$ cat src/rtl/seq_pattern_gen_pkg.sv
// seq_pattern_gen_pkg: shared state encoding and default widths for the serial pattern transmitter.
package seq_pattern_gen_pkg;
    localparam int DEF_PAT_W = 8;
    localparam int DEF_LEN_W = 4;
    localparam int DEF_REP_W = 4;

    typedef enum logic [1:0] {
        S_IDLE  = 2'd0,
        S_SHIFT = 2'd1,
        S_DONE  = 2'd2
    } state_t;
endpackage

$ cat src/rtl/seq_pattern_gen_piso.sv
// seq_pattern_gen_piso: parallel-load shift register with a down-counting bit index and registered serial bit.
module seq_pattern_gen_piso
    import seq_pattern_gen_pkg::*;
#(
    parameter int PAT_W = DEF_PAT_W,
    parameter int LEN_W = DEF_LEN_W
) (
    input  logic             clk,
    input  logic             rst,
    input  logic             i_load,
    input  logic             i_shift,
    input  logic             i_clr,
    input  logic [PAT_W-1:0] i_data,
    input  logic [LEN_W-1:0] i_len,
    output logic             o_bit,
    output logic             o_last
);
    logic [PAT_W-1:0] r_shreg;
    logic [LEN_W-1:0] r_idx;
    logic             r_bit;
    logic [PAT_W-1:0] w_aligned;

    // Left-align the frame so the outgoing bit always sits at the MSB.
    assign w_aligned = i_data << (LEN_W'(PAT_W) - i_len);
    assign o_bit     = r_bit;
    assign o_last    = (r_idx == '0);

    always_ff @(posedge clk or posedge rst) begin
        if (rst) begin
            r_shreg <= '0;
            r_idx   <= '0;
            r_bit   <= 1'b0;
        end else if (i_clr) begin
            r_shreg <= '0;
            r_idx   <= '0;
            r_bit   <= 1'b0;
        end else if (i_load) begin
            r_shreg <= w_aligned;
            r_idx   <= i_len - 1'b1;
            r_bit   <= w_aligned[PAT_W-1];
        end else if (i_shift) begin
            r_shreg <= r_shreg << 1;
            r_idx   <= r_idx - 1'b1;
            r_bit   <= r_shreg[PAT_W-2];
        end
    end
endmodule

$ cat src/rtl/seq_pattern_gen.sv
// seq_pattern_gen: serial MSB-first test-pattern transmitter with programmable frame length and repeat count.
module seq_pattern_gen
    import seq_pattern_gen_pkg::*;
#(
    parameter int PAT_W = DEF_PAT_W,
    parameter int LEN_W = DEF_LEN_W,
    parameter int REP_W = DEF_REP_W
) (
    input  logic             clk,
    input  logic             rst,
    input  logic             i_start,
    input  logic             i_abort,
    input  logic [PAT_W-1:0] i_pattern,
    input  logic [LEN_W-1:0] i_len,
    input  logic [REP_W-1:0] i_rep,
    output logic             o_seq,
    output logic             o_seq_valid,
    output logic             o_busy,
    output logic             o_done
);
    state_t           r_state, w_state_nx;
    logic [PAT_W-1:0] r_pat;
    logic [LEN_W-1:0] r_len;
    logic [REP_W-1:0] r_rep_left, w_rep_nx;
    logic [LEN_W-1:0] w_len_in;
    logic             w_load, w_shift, w_clr, w_use_in, w_capture;
    logic             w_valid_nx, w_busy_nx, w_done_nx, w_last;

    assign w_len_in = (i_len > LEN_W'(PAT_W)) ? LEN_W'(PAT_W) : i_len;

    seq_pattern_gen_piso #(.PAT_W(PAT_W), .LEN_W(LEN_W)) u_piso (
        .clk    (clk),
        .rst    (rst),
        .i_load (w_load),
        .i_shift(w_shift),
        .i_clr  (w_clr),
        .i_data (w_use_in ? i_pattern : r_pat),
        .i_len  (w_use_in ? w_len_in : r_len),
        .o_bit  (o_seq),
        .o_last (w_last)
    );

    always_comb begin
        w_state_nx = r_state;
        w_load     = 1'b0;
        w_shift    = 1'b0;
        w_clr      = 1'b0;
        w_use_in   = 1'b0;
        w_capture  = 1'b0;
        w_valid_nx = 1'b0;
        w_busy_nx  = 1'b0;
        w_done_nx  = 1'b0;
        w_rep_nx   = r_rep_left;
        case (r_state)
            S_IDLE: begin
                if (i_abort) begin
                    w_clr = 1'b1;
                end else if (i_start) begin
                    w_capture = 1'b1;
                    if (w_len_in == '0 || i_rep == '0) begin
                        w_state_nx = S_DONE;
                        w_done_nx  = 1'b1;
                        w_clr      = 1'b1;
                    end else begin
                        w_state_nx = S_SHIFT;
                        w_load     = 1'b1;
                        w_use_in   = 1'b1;
                        w_valid_nx = 1'b1;
                        w_busy_nx  = 1'b1;
                    end
                end
            end
            S_SHIFT: begin
                if (i_abort) begin
                    w_state_nx = S_IDLE;
                    w_clr      = 1'b1;
                end else if (w_last && r_rep_left > REP_W'(1)) begin
                    w_rep_nx   = r_rep_left - 1'b1;
                    w_load     = 1'b1;
                    w_valid_nx = 1'b1;
                    w_busy_nx  = 1'b1;
                end else if (w_last) begin
                    w_state_nx = S_DONE;
                    w_done_nx  = 1'b1;
                    w_clr      = 1'b1;
                end else begin
                    w_shift    = 1'b1;
                    w_valid_nx = 1'b1;
                    w_busy_nx  = 1'b1;
                end
            end
            default: begin
                w_state_nx = S_IDLE;
                w_clr      = 1'b1;
            end
        endcase
    end

    always_ff @(posedge clk or posedge rst) begin
        if (rst) begin
            r_state     <= S_IDLE;
            r_pat       <= '0;
            r_len       <= '0;
            r_rep_left  <= '0;
            o_seq_valid <= 1'b0;
            o_busy      <= 1'b0;
            o_done      <= 1'b0;
        end else begin
            r_state     <= w_state_nx;
            r_pat       <= w_capture ? i_pattern : r_pat;
            r_len       <= w_capture ? w_len_in : r_len;
            r_rep_left  <= w_capture ? i_rep : w_rep_nx;
            o_seq_valid <= w_valid_nx;
            o_busy      <= w_busy_nx;
            o_done      <= w_done_nx;
        end
    end
endmodule

$ cat config.mk
export PLATFORM = sky130hd
export DESIGN_NAME = seq_pattern_gen
export DESIGN_NICKNAME = d
export VERILOG_FILES = /design/src/rtl/seq_pattern_gen_pkg.sv /design/src/rtl/seq_pattern_gen_piso.sv /design/src/rtl/seq_pattern_gen.sv
export SDC_FILE = /design/constraint.sdc
export NUM_CORES = 1
export LEC_CHECK = 0
export BUFFER_PORTS_ARGS = -buffer_cell sky130_fd_sc_hd__buf_4
export CORE_MARGIN = 1.5
export CORE_UTILIZATION = 55
export DETAILED_ROUTE_END_ITERATION = 6
export PLACE_DENSITY_LB_ADDON = 0.25
export SYNTH_ARGS = -nofsm -noshare
export SYNTH_HDL_FRONTEND = slang
export SYNTH_SLANG_ARGS = --single-unit
$ cat constraint.sdc
create_clock -name clk -period 5.4 [get_ports clk]
set_input_delay 0.54 -clock clk [delete_from_list [all_inputs] [get_ports clk]]
set_output_delay 0.54 -clock clk [all_outputs]
set_load 0.01 [all_outputs]
## After elaboration in Yosys (flattened, before gate mapping)

Index checks and enable logic that the tools add are counted.

| cells by class | value |
|---|---|
| multiplexer cells | 50 |
| add/sub/neg operators | 4 |
| multiply operators | 0 |
| shifts and indexed selects | 1 |
| divide/modulo/power cells | 0 |
| reductions and logical operators | 11 |
| eq/ne operators | 6 |
| bitwise gates (word level) | 0 |
| $lt $le $gt $ge | 2 |

Operator list:

| operator | count |
|---|---|
| 2-to-1 mux 4 bit | 9 |
| 2-to-1 mux 1 bit | 26 |
| 2-to-1 mux 7 bit | 3 |
| logical NOT 4 bit | 3 |
| 2-to-1 mux 2 bit | 6 |
| subtractor 4 x 1 -> 4 bit (second input constant) | 3 |
| 2-to-1 mux 8 bit | 1 |
| case mux 1 bit (2 select lines) | 4 |
| left shift 8 x 4 -> 8 bit | 1 |
| != test 3 bit (second input constant) | 2 |
| greater-than comparator 4 x 1 -> 1 bit (second input constant) | 1 |
| greater-than comparator 4 bit (second input constant) | 1 |
| != test 2 bit (second input constant) | 2 |
| case mux 2 bit (2 select lines) | 1 |
| AND reduction 4 bit | 1 |
| nonzero test 2 bit | 2 |
| subtractor 4 bit (first input constant) | 1 |
| AND reduction 3 bit | 1 |
| nonzero test 3 bit | 1 |
| equality test 2 x 1 -> 1 bit (second input constant) | 1 |
| logical NOT 2 bit | 1 |
| != test 2 x 1 -> 1 bit (second input constant) | 1 |
| logical AND 1 bit | 1 |
| logical OR 1 bit | 1 |

| storage, ports and cells | value |
|---|---|
| latch bits | 0 |
| memory bits (read-only) | 0 |
| memories | 0 |
| logic and storage cells | 83 |
| input port bits | 20 |
| RAM bits | 0 |
| register bits after elaboration | 32 |

## Longest topological paths before layout

Gate-level depths: netlist of run 1.

| depth | value |
|---|---|
| depth in word-level cells | 13 |
| depth in mapped cells | 9 |

## Modules after synthesis

From an unflattened synthesis of run 1, not the netlist that was laid out.

| second synthesis, totals | value |
|---|---|
| cells, all modules | 207 |
| area, all modules | 2084.5 sq um |

Modules (own cells, without submodules):

| module | area an instance (sq um) | seq. area each (sq um) | cells an instance | instances |
|---|---|---|---|---|
| seq_pattern_gen | 1144.8 | 500.5 | 115 | 1 |
| seq_pattern_gen_piso | 939.7 | 300.3 | 92 | 1 |

## Worst setup path after synthesis of run 1

No wires, ideal clock.

| timing path | value |
|---|---|
| kind | input to register |
| start | input i_len[0] |
| end | register u_piso.r_shreg[5] |
| data arrival time | 2.398 ns |
| setup time | 0.120 ns |
| path slack | 2.882 ns |
| buffers on the path | 1 |
| stages on the path | 7 |
| path through | clkbuf_1 > or4_1 > nand3_2 > mux2i_1 > a211oi_1 > a211o_1 > a31o_1 |

| between the ends | value |
|---|---|
| cells in the longest elaborated chain, start to end | 13 |

Ends and longest elaborated chain:

| what | line | text |
|---|---|---|
| start: declaration | seq_pattern_gen.sv:14 | `input logic [LEN_W-1:0] i_len,` |
| greater-than comparator 4 bit | seq_pattern_gen.sv:29 | `assign w_len_in = (i_len > LEN_W'(PAT_W)) ? LEN_W'(PAT_W) : i_len;` |
| 2-to-1 mux 4 bit * | seq_pattern_gen.sv:29 |  |
| logical NOT 4 bit | seq_pattern_gen.sv:60 | `if (w_len_in == '0 \|\| i_rep == '0) begin` |
| logical OR 1 bit | seq_pattern_gen.sv:60 |  |
| 2-to-1 mux 1 bit | seq_pattern_gen.sv:60 |  |
| 2-to-1 mux 1 bit | seq_pattern_gen.sv:58 | `end else if (i_start) begin` |
| 2-to-1 mux 1 bit | seq_pattern_gen.sv:56 | `if (i_abort) begin` |
| 2-to-1 mux 1 bit | seq_pattern_gen.sv:54 | `case (r_state)` |
| 2-to-1 mux 4 bit | seq_pattern_gen.sv:38 | `.i_len (w_use_in ? w_len_in : r_len),` |
| subtractor 4 bit | seq_pattern_gen_piso.sv:24 | `assign w_aligned = i_data << (LEN_W'(PAT_W) - i_len);` |
| left shift 8 x 4 -> 8 bit | seq_pattern_gen_piso.sv:24 |  |
| 2-to-1 mux 7 bit | seq_pattern_gen_piso.sv:37 | `end else if (i_load) begin` |
| 2-to-1 mux 7 bit | seq_pattern_gen_piso.sv:33 | `end else if (i_clr) begin` |
| end signal: assignment | seq_pattern_gen_piso.sv:38 | `r_shreg <= w_aligned;` |
| end signal: assignment | seq_pattern_gen_piso.sv:42 | `r_shreg <= r_shreg << 1;` |
| end: declaration | seq_pattern_gen_piso.sv:18 | `logic [PAT_W-1:0] r_shreg;` |

Mark *: on every way between the ends. The rest lies on a longest branch, timed or not.
A chain may end at the register's enable or synchronous reset.

## Worst setup path after layout of run 1

| timing path | value |
|---|---|
| start | register r_state[0] |
| end | register u_piso.r_shreg[5] |

| between the ends | value |
|---|---|
| cells in the longest elaborated chain, start to end | 7 |

Ends and longest elaborated chain:

| what | line | text |
|---|---|---|
| start: declaration | seq_pattern_gen.sv:21 | `state_t r_state, w_state_nx;` |
| start signal: assignment | seq_pattern_gen.sv:109 | `r_state <= w_state_nx;` |
| logical NOT 2 bit | seq_pattern_gen.sv:54 |  |
| 2-to-1 mux 1 bit | seq_pattern_gen.sv:54 |  |
| 2-to-1 mux 4 bit | seq_pattern_gen.sv:38 |  |
| subtractor 4 bit | seq_pattern_gen_piso.sv:24 |  |
| left shift 8 x 4 -> 8 bit | seq_pattern_gen_piso.sv:24 |  |
| 2-to-1 mux 7 bit | seq_pattern_gen_piso.sv:37 |  |
| 2-to-1 mux 7 bit | seq_pattern_gen_piso.sv:33 |  |

Several ways; a longest one is shown, not always the timed one.

==> flow_summary_export.csv, run 1 <==
group,metric,value,unit
layout,drive_above_1_share,0.200,
timing,hold_violations,0,
cts,cts.clk_slew.worst_paths,70,ps
timing,slew_violations,0,
cts,htree_levels,2,
drt,via_per_inst,5.96,
critical_path,cpPeakStageDelay,860,ps
power,switchingPower,0.380,mW
floorplan,start_util,0.569,
floorplan,die-area,4500,µm²
power,p_per_area,400,nW/µm²
place,portBuffers,23,
power,combPwrFrac,0.380,
drt,via_count,1907,
yosys,synth-edff-count,0,
place,place_congestion,0.916,
layout,final_common_cell,"nand2_1",
layout,layout.cells.non_filler,320,
power,p_leak,1.15,nW
outcome,status,"finished clean",
floorplan,die_w,67.1,µm
layout,syn_to_final_growth,13.3,%
cts,numCtsBuffers,5,
power,sequentialPowerShare,0.371,
timing,grt_setup_unrepaired,"no",
drt,postRouteWirelength,4950,µm
yosys,synth-seq-cells,32,
drt,wl_per_cell,15.5,µm
drt,first_iter_violations,147,
yosys,ys_warn_count,0,
critical_path,crit_type,"reg -> reg",
critical_path,cpMaxStageDelayCell,"nor4b_4",
cts,clockRootBuffer,"clkbuf_8",
floorplan,die_h,67.1,µm
floorplan,ios,24,
yosys,synth_cell_types,58,
critical_path,crit_arrival,3290,ps
layout,antenna_cells,0,
layout,final_cell_area,2560,µm²
drt,drt_pre_antenna_iters,6,
place,dp.cells,312,
cts,cts_resized,0,
cts,post_cts_buffers,0,
power,p_sw_frac,0.371,
grt,grt_pass1_wl,8250,µm
cts,insertion_delay,290,ps
yosys,postSynthCellCount,252,
cts,cts_tree,"built",
hold_path,worstHoldPathType,"in -> async",
layout,fin_nets,291,
grt,grt-ovfl-total,0,
place,placed_area,2430,µm²
grt,grtUsageTotal,0.246,
critical_path,worst-path-buf-inv,0,
timing,timing.setup.tns,0,ps
drt,route.detailed.drc,0,
cts,cts_hold_buf,0,
cts,cts_sinks,32,
layout,layout_common_cells,"nand2_1, dfrtp_1, buf_4",
critical_path,cp_max_fo,19,
yosys,async_flop_share,1.00,
timing,layout_worst_path_cycle_share,0.576,
place,dp_hpwl,3660,µm
grt,antenna_found_initial,0,
grt,first_global_vias,1762,
critical_path,crit_required,5580,ps
yosys,ys.flop_type,"dfrtp_1",
timing,setup_slack,2290,ps
power,clockPowerShare,0.248,
flow_run,cap_violations,0,
power,vdd_ir_drop_max,190,µV
yosys,seq_area_frac_synth,0.354,
critical_path,crit_family,"simple AND/OR/NAND/NOR gates",
timing,worst_pin_slew,958,ps
drt,ant_nets,0,
cts,clockBufferDepth,2,
timing,max_freq,322,MHz
timing,setup_viol,0,
floorplan,core,3970,µm²
timing,slew_headroom,0.359,
yosys,syn_nets,274,
floorplan,rows,23,
critical_path,start_kind,"register",
critical_path,end_kind,"register",
critical_path,cp_cell_sequence,"nor4b_4, nand3_2, mux2i_1, a211oi_1, a211o_1, a31o_1",
timing,period_minus_slack,3110,ps
yosys,syn_avg_cell_area,8.97,µm²
place,dp_slack,2110,ps
grt,grt_max_degree,33,
yosys,synth_area,2260,µm²
timing,skew,6.10,ps
power,p_int,0.643,mW
## cells by family after synthesis
family / share of synthesized area
flops: 0.354
simple gates: 0.235
buf+inv: 0.0454
compound gates: 0.214
mux: 0.113
fa+ha+maj: 0.0111
xor+xnor: 0.0271
## synthesized netlist by cell type, drive strengths merged (5+ instances only)
cell type / number / share of area
clkbuf: 10 / 0.017
a22oi: 5 / 0.017
dfrtp: 32 / 0.35
inv: 7 / 0.012
mux2i: 20 / 0.089
nor2: 10 / 0.019
nand3: 5 / 0.013
o21ai: 24 / 0.055
nand2: 47 / 0.078
a21oi: 11 / 0.026
buf: 5 / 0.017
nor4: 8 / 0.034
## flip-flops by register name, indices dropped and copies added (netlist names)
name            flops
o_busy              1
u_piso.r_shreg      7
r_state             2
o_done              1
r_rep_left          4
r_pat               8
r_len               4
u_piso.o_bit        1
u_piso.r_idx        4
## power by group through the flow
stage | registers (mW) | logic [mW] | clock network (mW)
6_report | 0.380 | 0.389 | 0.254
5_1_grt | 0.390 | 0.437 | 0.271
4_1_cts | 0.379 | 0.388 | 0.257
3_5_place_dp | 0.383 | 0.387 | 0
3_3_place_gp | 0.380 | 0.381 | 0
2_1_floorplan | 0.357 | 0.316 | 0
## through the flow
step | util | power (mW) | hold slack, ps
2_1_floorplan | - | 0.673 | 445
3_3_place_gp | 0.613 | 0.761 | 467
3_5_place_dp | 0.613 | 0.770 | 470
4_1_cts | 0.645 | 1.02 | 346
5_1_grt | 0.645 | 1.10 | 372
6_report | 0.645 | 1.02 | 329
## layer usage
layer,global-route usage,routed length (µm),up-vias
met5,0,0,-
met4,0.0714,59,0
met3,0.0574,234,6
met2,0.370,2220,45
li1,-,-,956
met1,0.351,2440,900
## worst register-to-register path: cells and delay by family (launching register included)
kind             cells  cell delay (ps)
AO/OA/AOI/OAI        3              610
flip-flops           1              460
multiplexers         1              570
AND/OR/NAND/NOR      2             1370
## cell type report
type	count	area, µm²
Tap cell	50	62.6
Fill cell	338	1410
Clock inverter	1	30.0
Clock buffer	7	96.3
Sequential cell	32	801
Inverter	7	26.3
Timing Repair Buffer	25	188
Multi-Input combinational cell	198	1360
## final timing paths
path                                             start                             to  slack [ps]  cells after the start
worst max-delay path            r_state[0]$_DFFE_PP0P_  u_piso.r_shreg[5]$_DFFE_PP0P_        2290                      6
worst min-delay path                               rst  u_piso.r_shreg[3]$_DFFE_PP0P_         330                      3
worst max register to register  r_state[0]$_DFFE_PP0P_  u_piso.r_shreg[5]$_DFFE_PP0P_        2290                      6
worst min register to register    r_pat[6]$_DFFE_PP0P_           r_pat[6]$_DFFE_PP0P_         480                      2
max in group asynchronous                          rst           r_len[1]$_DFFE_PP0P_        4780                      3
min in group clk                          i_pattern[6]           r_pat[6]$_DFFE_PP0P_         440                      3
Power figures use the tool's default switching activity.
==> inputs of run 2 (changes only) <==
Settings changed: CORE_UTILIZATION 55 to 53.
Clock period 5.4 ns to 2.8 ns, I/O delays scaled along.
==> run 2 against run 1 <==
Sequential cell count unchanged. Clock power up 46%. Die area rose by 3.6%. Non-clock buffer count rose by 8. Maximum frequency up 25%. Global-route usage rose by 2.1 points. Utilization down 0.42 points. Hold slack worse by 250 ps. Worst setup slack got worse by 2000 ps. Sequential share of layout area fell by 0.47 points. Critical path type unchanged. Highest routed layer unchanged.
==> flow_summary_export.csv, run 2 (synthesized netlist as in run 1, its figures left out) <==
group,metric,value,unit
timing,skew,6.86,ps
layout,layout.cells.non_filler,328,
timing,slew_violations,0,
layout,drive_above_1_share,0.223,
cts,cts_tree,"built",
place,dp_hpwl,3950,µm
drt,wl_per_cell,16.6,µm
cts,clockRootBuffer,"clkbuf_8",
cts,cts_sinks,32,
critical_path,cp_cell_sequence,"or4b_4, or4_4, o21ai_2, nor2_2, a211o_1, a31o_1",
grt,first_global_vias,1905,
flow_run,cap_violations,0,
timing,period_minus_slack,2490,ps
floorplan,die-area,4670,µm²
timing,setup_viol,0,
layout,syn_to_final_growth,15.0,%
timing,slew_headroom,0.539,
outcome,status,"finished clean",
grt,grt-ovfl-total,0,
drt,via_count,1996,
grt,grtUsageTotal,0.267,
critical_path,crit_arrival,2660,ps
layout,max_flop_register,"r_pat",
timing,worst_pin_slew,688,ps
floorplan,core,4060,µm²
layout,n_fill_cell,367,
floorplan,ios,24,
critical_path,end_kind,"register",
timing,hold_slack,77.0,ps
drt,route.detailed.drc,0,
drt,via_per_inst,6.09,
critical_path,cpMaxStageDelayCell,"or4b_4",
cts,numCtsBuffers,5,
grt,grt_max_degree,33,
timing,grt_setup_unrepaired,"no",
critical_path,cpPeakStageDelay,700,ps
cts,insertion_delay,290,ps
critical_path,worst-path-buf-inv,0,
place,placed_area,2510,µm²
critical_path,crit_type,"reg -> reg",
timing,timing.setup.tns,0,ps
floorplan,start_util,0.557,
layout,fin_nets,299,
grt,grt_pass1_wl,9250,µm
layout,final_cell_area,2600,µm²
drt,ant_nets,0,
timing,max_freq,402,MHz
place,dp_slack,339,ps
cts,cts_hold_buf,0,
layout,final_core_util,0.641,
layout,largest_register_ffs,8,
power,vdd_ir_drop_max,417,µV
drt,first_iter_violations,135,
critical_path,crit_family,"simple AND/OR/NAND/NOR gates",
critical_path,start_kind,"register",
cts,cts.clk_slew.worst_paths,70,ps
cts,post_cts_buffers,0,
grt,antenna_found_initial,0,
drt,postRouteWirelength,5450,µm
cts,htree_levels,2,
floorplan,rows,23,
cts,cts_resized,0,
layout,final_common_cell,"nand2_1",
timing,layout_worst_path_cycle_share,0.888,
critical_path,crit_required,2980,ps
place,dp.cells,320,
layout,antenna_cells,0,
power,p_leak,1.18,nW
timing,hold_violations,0,
place,place_congestion,0.882,
drt,drt_pre_antenna_iters,4,
place,portBuffers,23,
layout,layout_common_cells,"nand2_1, buf_4, dfrtp_1",
cts,clockBufferDepth,2,
power,total_power,1.92,mW
floorplan,die_h,68.3,µm
hold_path,worstHoldPathType,"in -> async",
layout,largest_registers,"r_pat x8, u_piso.r_shreg x7",
floorplan,die_w,68.3,µm
critical_path,cp_max_fo,22,
timing,setup_slack,313,ps
power,p_per_area,738,nW/µm²
## run 2: worst reg2reg max path: stages, from the launching register on
cell     delay [ps]
dfrtp_1         450
or4b_4          700
or4_4           600
o21ai_2          90
nor2_2           70
a211o_1         250
a31o_1          210
## run 2: layout make-up
type | instances | area [µm²] | area share
clock inverter | 2 | 10.0 | 0.00385
timing repair buffer | 33 | 260 | 0.100
multi-input combinational | 198 | 1360 | 0.522
tap | 50 | 62.6 | 0.0241
sequential | 32 | 801 | 0.308
inverter | 7 | 26.3 | 0.0101
clock buffer | 6 | 82.6 | 0.0318
## run 2: where the power goes
part / switching [mW] / internal [mW] / leakage (nW) / total (mW)
clock: 0.176 / 0.196 / 0.0510 / 0.372
sequential: 0.133 / 0.592 / 0.414 / 0.725
combinational: 0.451 / 0.371 / 0.718 / 0.823
## run 2: final timing paths
path | startpoint | to | slack [ps] | cells past startpoint
setup / recovery | r_state[0]$_DFFE_PP0P_ | u_piso.r_shreg[5]$_DFFE_PP0P_ | 310 | 6
hold / removal | rst | u_piso.r_shreg[0]$_DFFE_PP0P_ | 80 | 3
setup reg to reg | r_state[0]$_DFFE_PP0P_ | u_piso.r_shreg[5]$_DFFE_PP0P_ | 310 | 6
hold reg to reg | r_pat[7]$_DFFE_PP0P_ | r_pat[7]$_DFFE_PP0P_ | 480 | 2
max in group asynchronous | rst | r_len[3]$_DFFE_PP0P_ | 2420 | 3
min in group clk | i_pattern[7] | r_pat[7]$_DFFE_PP0P_ | 200 | 3
## run 2: per-layer routing
| metal | global-route usage | wire length, µm | vias to the layer above |
|---|---|---|---|
| li1 | - | - | 972 |
| met1 | 0.387 | 2620 | 966 |
| met2 | 0.399 | 2540 | 51 |
| met3 | 0.0592 | 234 | 7 |
| met4 | 0.0725 | 57 | 0 |
| met5 | 0 | 0 | - |
==> inputs of run 3 (changes only) <==
Settings changed: PLACE_DENSITY_LB_ADDON 0.25 to 0.15.
==> run 3 against run 2 <==
Global-route usage fell by 1.1 points. Combinational power fell by 2%. Hold slack improved by 6.8 ps. Final area fell by 0.39%. Power fell by 0.93%. Sequential power rose by 0.6%. Critical endpoint unchanged.
==> flow_summary_export.csv, run 3 (synthesized netlist as in run 1, its figures left out) <==
group,metric,value,unit
outcome,status,"finished clean",
grt,first_global_vias,1823,
cts,insertion_delay,280,ps
drt,postRouteWirelength,5430,µm
floorplan,core,4060,µm²
critical_path,critPathLaunch,"r_state[0]$_DFFE_PP0P_",
cts,clockBufferDepth,2,
timing,layout_worst_path_cycle_share,0.894,
critical_path,crit_type,"reg -> reg",
cts,clockRootBuffer,"clkbuf_8",
drt,route.detailed.drc,0,
critical_path,cpMaxStageDelayCell,"or4b_4",
floorplan,start_util,0.557,
timing,slew_violations,0,
power,p_leak,1.17,nW
timing,max_freq,399,MHz
timing,timing.setup.tns,0,ps
grt,antenna_found_initial,0,
cts,post_cts_buffers,0,
layout,antenna_cells,0,
cts,cts_hold_buf,0,
drt,ant_nets,0,
drt,via_count,1986,
critical_path,cp_max_fo,22,
power,p_per_area,734,nW/µm²
layout,fin_nets,298,
place,place_congestion,0.849,
layout,largest_registers,"r_pat x8, u_piso.r_shreg x7",
drt,via_per_inst,6.07,
power,total_power,1.90,mW
grt,grt_pass1_wl,8810,µm
cts,cts_tree,"built",
cts,numCtsBuffers,5,
place,portBuffers,23,
timing,worst_pin_slew,690,ps
timing,skew,4.45,ps
layout,syn_to_final_growth,14.6,%
critical_path,end_kind,"register",
grt,grt-ovfl-total,0,
layout,drive_above_1_share,0.213,
drt,first_iter_violations,110,
timing,slew_headroom,0.538,
layout,max_flop_register,"r_pat",
place,dp_hpwl,3960,µm
grt,grt_max_degree,33,
floorplan,die_w,68.3,µm
critical_path,crit_arrival,2680,ps
flow_run,cap_violations,0,
timing,grt_setup_unrepaired,"no",
cts,cts_resized,0,
critical_path,cp_cell_sequence,"or4b_4, or4_4, o21ai_2, nor2_2, a211o_1, a31o_1",
floorplan,rows,23,
drt,wl_per_cell,16.6,µm
layout,largest_register_ffs,8,
layout,n_fill_cell,355,
critical_path,cpPeakStageDelay,700,ps
floorplan,ios,24,
layout,final_core_util,0.638,
critical_path,crit_required,2970,ps
layout,final_common_cell,"nand2_1",
cts,cts.clk_slew.worst_paths,60,ps
floorplan,die_h,68.3,µm
cts,cts_sinks,32,
timing,setup_viol,0,
grt,grtUsageTotal,0.256,
floorplan,die-area,4670,µm²
timing,hold_violations,0,
hold_path,worstHoldPathType,"in -> async",
critical_path,r2r-start,"r_state[0]$_DFFE_PP0P_",
layout,layout_common_cells,"nand2_1, dfrtp_1, buf_4",
critical_path,start_kind,"register",
timing,period_minus_slack,2500,ps
drt,drt_pre_antenna_iters,4,
cts,htree_levels,2,
power,vdd_ir_drop_max,360,µV
==> run 3: routing by layer <==
| layer | vias up | wire (µm) | global-route usage |
|---|---|---|---|
| li1 | 971 | - | - |
| met1 | 950 | 2560 | 0.356 |
| met2 | 56 | 2500 | 0.398 |
| met3 | 9 | 274 | 0.0428 |
| met4 | 0 | 89 | 0.0925 |
| met5 | - | 0 | 0 |
==> run 3: area by class of cell <==
type	count	area (µm²)	share of cell area
clock buffers	8	90.1	0.0348
inverters	7	26.3	0.0101
multi-input cells	198	1360	0.524
flip-flops and latches	32	801	0.309
well taps	50	62.6	0.0242
repair buffers	32	253	0.0976
==> run 3: metrics by stage <==
| stage | cell area (µm²) | hold slack [ps] | setup WS [ps] | std cells |
|---|---|---|---|---|
| finish | 2590 | 83.9 | 296 | 327 |
| floorplan | 2260 | 350 | 542 | 252 |
| CTS | 2590 | 98.1 | 308 | 327 |
| global route | 2590 | 130 | 197 | 327 |
| global placement | 2500 | 398 | 375 | 319 |
| detailed placement | 2500 | 400 | 331 | 319 |
==> run 3: worst max-delay path: cells and delay by family, from the launching register on <==
kind	cells	cell delay (ps)
and+or+nand+nor	3	1360
DFF	1	460
AOI/OAI and AO/OA	3	570
==> run 3: final timing paths <==
kind	to	slack [ps]	depth (start not counted)
max in group asynchronous	r_state[1]$_DFFE_PP0P_	2420	3
min in group clk	r_pat[7]$_DFFE_PP0P_	190	3
hold reg to reg	r_pat[7]$_DFFE_PP0P_	480	2
setup / recovery	u_piso.r_shreg[5]$_DFFE_PP0P_	300	6
hold / removal	r_pat[7]$_DFFE_PP0P_	80	3
setup reg to reg	u_piso.r_shreg[5]$_DFFE_PP0P_	300	6
==> run 3: where the power goes <==
group          switching (mW)  internal, mW  total (mW)
Sequential              0.137         0.592       0.729
Combinational           0.450         0.358       0.808
Clock                   0.164         0.200       0.364
